===== src/rtl/move_select.sv =====
// Column-drop move selector: cursor steering, per-column fill tracking and a
// valid/ack handshake that offers one move at a time to a downstream board writer.
module move_select #(
  parameter int COLS = 7,
  parameter int ROWS = 6
) (
  input  logic       CLOCK,
  input  logic       reset,
  input  logic       left,
  input  logic       right,
  input  logic       drop,
  input  logic       freeze,
  input  logic       move_ack,
  output logic [2:0] cursor,
  output logic       move_valid,
  output logic [2:0] move_col,
  output logic [2:0] move_row,
  output logic       player,
  output logic       col_full_err,
  output logic       board_full
);

  localparam logic [2:0] LAST_COL = 3'(COLS - 1);
  localparam logic [2:0] ROWS_L   = 3'(ROWS);

  typedef enum logic {SELECT, OFFER} state_t;

  state_t     state_q;
  logic [2:0] cursor_q;
  logic [2:0] cnt_q [COLS];
  logic       player_q;
  logic       move_valid_q;
  logic [2:0] move_col_q;
  logic [2:0] move_row_q;
  logic       col_full_err_q;
  logic       board_full_q;

  logic [COLS-1:0] col_full;
  logic            cur_full;

  generate
    for (genvar gi = 0; gi < COLS; gi++) begin : g_full
      assign col_full[gi] = (cnt_q[gi] == ROWS_L);
    end
  endgenerate

  assign cur_full = col_full[cursor_q];

  always_ff @(posedge CLOCK) begin
    if (reset) begin
      state_q        <= SELECT;
      cursor_q       <= 3'd0;
      for (int i = 0; i < COLS; i++) cnt_q[i] <= 3'd0;
      player_q       <= 1'b0;
      move_valid_q   <= 1'b0;
      move_col_q     <= 3'd0;
      move_row_q     <= 3'd0;
      col_full_err_q <= 1'b0;
      board_full_q   <= 1'b0;
    end else begin
      col_full_err_q <= 1'b0;
      board_full_q   <= &col_full;
      case (state_q)
        SELECT: begin
          // drop wins over steering; a simultaneous left+right cancels out
          if (!freeze) begin
            if (drop) begin
              if (cur_full || board_full_q) begin
                col_full_err_q <= 1'b1;
              end else begin
                move_col_q   <= cursor_q;
                move_row_q   <= cnt_q[cursor_q];
                move_valid_q <= 1'b1;
                state_q      <= OFFER;
              end
            end else if (left && !right) begin
              cursor_q <= (cursor_q == 3'd0) ? LAST_COL : cursor_q - 3'd1;
            end else if (right && !left) begin
              cursor_q <= (cursor_q == LAST_COL) ? 3'd0 : cursor_q + 3'd1;
            end
          end
        end
        OFFER: begin
          // freeze does not cancel a pending offer
          if (move_ack) begin
            cnt_q[move_col_q] <= cnt_q[move_col_q] + 3'd1;
            player_q          <= ~player_q;
            move_valid_q      <= 1'b0;
            state_q           <= SELECT;
          end
        end
        default: state_q <= SELECT;
      endcase
    end
  end

  assign cursor       = cursor_q;
  assign move_valid   = move_valid_q;
  assign move_col     = move_col_q;
  assign move_row     = move_row_q;
  assign player       = player_q;
  assign col_full_err = col_full_err_q;
  assign board_full   = board_full_q;

endmodule


===== config.mk =====
export PLATFORM = sky130hd
export DESIGN_NAME = move_select
export DESIGN_NICKNAME = d
export VERILOG_FILES = /design/src/rtl/move_select.sv
export SDC_FILE = /design/constraint.sdc
export NUM_CORES = 1
export LEC_CHECK = 0
export CAP_MARGIN = 5
export CORE_AREA = 2 2 56 111
export DETAILED_ROUTE_END_ITERATION = 8
export DIE_AREA = 0 0 58 113
export SLEW_MARGIN = 20
export SYNTH_ARGS = -nofsm -noshare
export SYNTH_HDL_FRONTEND = slang
export SYNTH_SLANG_ARGS = --single-unit

===== constraint.sdc =====
create_clock -name CLOCK -period 2.3 [get_ports CLOCK]
set_input_delay 0.46 -clock CLOCK [delete_from_list [all_inputs] [get_ports CLOCK]]
set_output_delay 0.46 -clock CLOCK [all_outputs]
set_load 0.02 [all_outputs]

Yosys cells after proc, flatten, opt, wreduce, memory -nomap -nowiden
Memories as Yosys holds them, arrays and structs flattened. A register that Yosys moved wholly into a read port is not among the register bits.
Index checks and enable logic that the tools add are counted.
{"block": "totals", "reg_bits": 11, "ram_bits": 21, "in_bits": 7, "memories": 1}
{"block": "classes", "add_sub_neg": 3, "order_cmp": 1, "n_eq_ne": 12, "n_mux": 28, "n_bitwise": 5, "reduce_logical": 14}
{"memory": "cnt_q", "words": 7, "word_bits": 3, "read_ports": 9, "rd_ports_with_merged_regs": 2, "wr": 7, "line_no": "30", "rtl": "logic [2:0] cnt_q [COLS];"}
{"op": "$eq 3x3->1 const B", "count": 8}
{"op": "$mux 3", "count": 8}
{"op": "$mux 1", "count": 17}
{"op": "$reduce_and 4->1", "count": 3}
{"op": "$ne 2x2->1 const B", "count": 4}
{"op": "$reduce_and 7->1", "count": 1}
{"op": "$add 3x1->3 const B", "count": 2}
{"op": "$not 1->1", "count": 5}
{"op": "$lt 3x4->1 const B", "count": 1}
{"op": "$pmux 1 s2", "count": 2}
{"op": "$reduce_or 4->1", "count": 1}
{"op": "$bmux 1 s3", "count": 1}
{"op": "$logic_not 3->1", "count": 1}
{"op": "$reduce_or 3->1", "count": 1}
{"op": "$sub 3x1->3 const B", "count": 1}
{"op": "$logic_and 1x1->1", "count": 2}
{"op": "$logic_not 1->1", "count": 2}
{"op": "$reduce_and 2->1", "count": 1}
{"op": "$reduce_bool 2->1", "count": 1}
{"op": "$logic_or 1x1->1", "count": 1}

Logic depth before layout (Yosys ltp)
{"block": "depth", "depth_word": 8, "mapped_depth": 8, "ltp_nobuf": 7}

Worst setup path before layout
OpenSTA, ideal clock, no wires.
{"block": "synth_timing", "path_type": "reg-to-reg", "start": "register with a tool-made name", "end": "memory cnt_q[5][2] (data pin)", "setup_ps": 260, "arrival_time_ps": 1748, "t_required_ps": 2040, "path_slack_ps": 292, "path_stages_with_launch": 8, "n_path_buf": 1, "synth_period_minus_slack_ps": 2008, "path_cell_list": "dfxtp_1 buf_6 mux4_1 mux2_2 ha_1 xnor2_1 nand2_1 inv_1"}
{"element": "end, declared", "line_no": "30"}

Worst setup path in the final report
{"block": "layout_timing", "start": "register cursor_q[0] (netlist: cursor[0])", "end": "output port cursor[0]"}
{"element": "start, declared", "line_no": "29", "rtl": "logic [2:0] cursor_q;"}
{"element": "start signal, assigned", "line_no": "77", "rtl": "cursor_q <= (cursor_q == 3'd0) ? LAST_COL : cursor_q - 3'd1;"}
{"element": "start signal, assigned", "line_no": "79", "rtl": "cursor_q <= (cursor_q == LAST_COL) ? 3'd0 : cursor_q + 3'd1;"}
{"element": "end, declared", "line_no": "14", "rtl": "output logic [2:0] cursor,"}
No word-level cell between the ends.

==> impl_metrics.env <==
export IMPL_rsz0062_at_grt="no"
export IMPL_crit_fanout=10
export IMPL_h_tree_depth=2
export IMPL_crit_slowest_cell="clkdlybuf4s50_1"
export IMPL_crit_required_ns=1.84
export IMPL_gp_congestion=0.864
export IMPL_hp_start="move_row[1]$_SDFFE_PP0P_"
export IMPL_cts_sinks=41
export IMPL_layout_cells_non_filler=296
export IMPL_whs_path_depth=2
export IMPL_worst_slew_pin_slew_ns=0.412
export IMPL_r2r_start="cnt_q[0][1]$_SDFFCE_PN0P_"
export IMPL_grt_pass1_wl_um=8650
export IMPL_dp_cells=288
export IMPL_synth_distinct_cells=46
export IMPL_r2r_end="cnt_q[6][1]$_SDFFE_PP0P_"
export IMPL_ir_drop_mv=0.447
export IMPL_design_area_um2=2720
export IMPL_hold_end="move_row[1]$_SDFFE_PP0P_"
export IMPL_crit_buf_inv=2
export IMPL_skew_ns=0.00515
export IMPL_antenna_cells=0
export IMPL_p_leak_nw=0.985
export IMPL_synth_area_um2=2220
export IMPL_dieArea_um2=6550
export IMPL_n_fill_cell=539
export IMPL_synthArstFlopShare_pct=0
export IMPL_post_cts_setup_buffers=0
export IMPL_fin_hold_ws_ns=0.457
export IMPL_firstDrtPassIters=4
export IMPL_outcome="completed"
export IMPL_port_buffers=19
export IMPL_start_kind="register"
export IMPL_grt_util_all_layers_pct=18.3
export IMPL_max_freq_mhz=460
export IMPL_syn_to_final_growth_pct=22.3
export IMPL_antenna_found_initial=0
export IMPL_start_util_pct=39.3
export IMPL_fin_crit_ns=2.18
export IMPL_remaining_drc_errors=0
export IMPL_via_per_inst=5.56
export IMPL_syn_nets=215
export IMPL_core_area_um2=5660
export IMPL_grt_ovfl_total=0
export IMPL_cts_clk_slew_worst_paths_ns=0.06
export IMPL_ys_seq_elements=41
export IMPL_hp_class="reg -> reg"
export IMPL_synthMuxAreaShare_pct=15.0
export IMPL_slowest_delay_ns=0.61
export IMPL_crit_cells=2
export IMPL_critical_path_class="reg -> out"
export IMPL_cts_hold_buf=0
export IMPL_routedWlPerCell_um=18.6
export IMPL_avgSynthCellArea_um2=11.1
export IMPL_fin_nets=248
export IMPL_synth_compound_area_share_pct=9.34
export IMPL_synth_edf_count=21
export IMPL_arrival_ns=1.72
export IMPL_period_share_pct=94.6
export IMPL_finalSetupTns_ns=0
export IMPL_reg2reg_slack_ns=0.15
export IMPL_num_rows=39
export IMPL_netlist_instances=201
export IMPL_num_vias=1646
export IMPL_cap_violations=0
export IMPL_ioPinCount=20
export IMPL_dpl_cell_area_um2=2560
export IMPL_finalHoldViolations=0
export IMPL_root_buffer="clkbuf_16"
export IMPL_wirelength_um=5500
export IMPL_cp_cell_sequence="buf_4 > clkdlybuf4s50_1"
export IMPL_crit_family="buffers and inverters"
export IMPL_ys_flop_type="edfxtp_1"
export IMPL_ys_warnings_count=0
export IMPL_drv_slew=0
export IMPL_slew_headroom_pct=72.5
export IMPL_dpl_hpwl_um=4460
export IMPL_antenna_left=0
export IMPL_final_layout_size_suffix_gt1_share_pct=17.9
export IMPL_die_x_um=58
export IMPL_synth_top_family_by_area="simple AND/OR/NAND/NOR gates"
export IMPL_yosys_area_share_adder_pct=3.94
export IMPL_first_iter_violations=82
export IMPL_synthSimpleGateAreaFrac_pct=19.9
export IMPL_grt_max_degree=19
export IMPL_cts_tree="yes"
export IMPL_rr_worst_depth=6
export IMPL_fp_dieH_um=113
export IMPL_crit_path_end_kind="primary output"
export IMPL_worstSkewPairLatency_ns=0.29
export IMPL_finalSetupViolations=0
export IMPL_p_per_area_nw_per_um2=613
export IMPL_cts_buffers=5
export IMPL_synth_seq_area_share_pct=46.4
export IMPL_grt_pass1_vias=1679
export IMPL_synth_xor_area_share_pct=0.788
export IMPL_cts_buffer_depth=2
-- metal layers --
metal / track usage [%] / part of all wire, % / wire, um / up-vias
met4: 8.22 / 2.6 / 143 / 0
met3: 3.09 / 3.1 / 173 / 11
met2: 36.1 / 61 / 3330 / 44
met5: 0 / 0 / 0 / -
met1: 17.2 / 34 / 1850 / 786
li1: - / - / - / 805
-- worst max path at each step --
stage | from | end | slack [ns]
floorplan | register | cnt_q[5][2]$_DFFE_PP_ | 0.29
global placement | register | cnt_q[3][2]$_SDFFCE_PN0P_ | 0.05
detailed placement | register | cnt_q[2][2]$_SDFFCE_PN0P_ | -0.001
CTS | register | cnt_q[2][2]$_SDFFCE_PN0P_ | 0.09
global route | cursor[0]$_SDFFE_PP0P_ | cursor[0] | 0.03
finish | cursor[0]$_SDFFE_PP0P_ | cursor[0] | 0.12
-- state kept, by name, summed over array words and instances, names as in the netlist, named ones only --
name          count
move_col          3
player            1
move_valid        1
state_q           1
col_full_err      1
cursor            3
cnt_q            24
board_full        1
move_row          3
-- cell families (layout without fill, tap and decap cells) --
group	Yosys count	in the layout
compound gates	32	32
xor+xnor	2	2
flops	41	41
simple gates	81	81
mux	17	17
buf+inv	21	55
fa+ha+maj	7	7
-- worst min-delay path: stages, from the launching register on --
cell and delay [ns]:
dfxtp_1 0.30, inv_1 0.05, a211oi_1 0.05
-- placed cells by master, fill, tap and decap left out, types with 4 or more instances in the layout --
cell             netlist  layout
a211oi_1               6       6
a21oi_1                6       6
buf_4                  0      18
clkbuf_16              0       5
clkdlybuf4s50_1        0      19
dfxtp_1               20      19
edfxtp_1              21      21
ha_1                   7       7
inv_1                  9       9
mux4_2                 9       9
nand2_1               13      12
nand2b_1               8       8
nand3b_1               4       4
nor2_1                25      25
nor2b_1                7       7
o21ai_0                7       7
-- synthesized netlist by cell type (all sizes together), types with 2 or more instances --
| library cell | count | area [um2] |
|---|---|---|
| a211oi | 6 | 45.0 |
| a21oi | 6 | 30.0 |
| and3b | 2 | 17.5 |
| and4b | 2 | 20.0 |
| buf | 7 | 45.0 |
| clkbuf | 4 | 15.0 |
| dfxtp | 20 | 400 |
| edfxtp | 21 | 631 |
| ha | 7 | 87.6 |
| inv | 9 | 33.8 |
| mux2 | 2 | 22.5 |
| mux2i | 3 | 30.0 |
| mux4 | 12 | 282 |
| nand2 | 13 | 48.8 |
| nand2b | 8 | 50.1 |
| nand3 | 3 | 15.0 |
| nand3b | 4 | 30.0 |
| nand4b | 2 | 17.5 |
| nor2 | 25 | 93.8 |
| nor2b | 7 | 43.8 |
| nor3 | 3 | 15.0 |
| nor4 | 2 | 12.5 |
| nor4bb | 3 | 30.0 |
| o21ai | 9 | 45.0 |
| o31ai | 3 | 22.5 |
| or2 | 3 | 18.8 |
-- layout make-up --
class	instances	area, um2	share of cell area, %
Clock buffer	6	129	4.74
Timing Repair Buffer	37	325	12.0
Clock inverter	2	15.0	0.552
Inverter	10	42.5	1.56
Multi-Input combinational cell	139	1100	40.4
Sequential cell	41	1030	37.9
Tap cell	61	76.3	2.81
-- power breakdown --
part / total (mW) / switching (mW) / internal [mW]
clock: 0.685 / 0.283 / 0.402
sequential: 0.813 / 0.0240 / 0.789
combinational: 0.171 / 0.0834 / 0.0874
-- what timing repair did --
action / 4_1_cts / 5_1_grt
gates cloned: 0 / 0
gates resized for setup: 1 / 2
endpoints found under the setup margin: 5 / 7
-- per-stage QoR --
step,util [%],worst slack (ns),power [mW]
floorplan,-,0.292,0.924
global placement,45.3,0.0528,0.996
detailed placement,45.3,-0.00145,0.998
CTS,47.9,0.0850,1.68
global route,48.1,0.0263,1.72
finish,48.1,0.124,1.67
No activity file was read; power rests on OpenSTA's default activity.
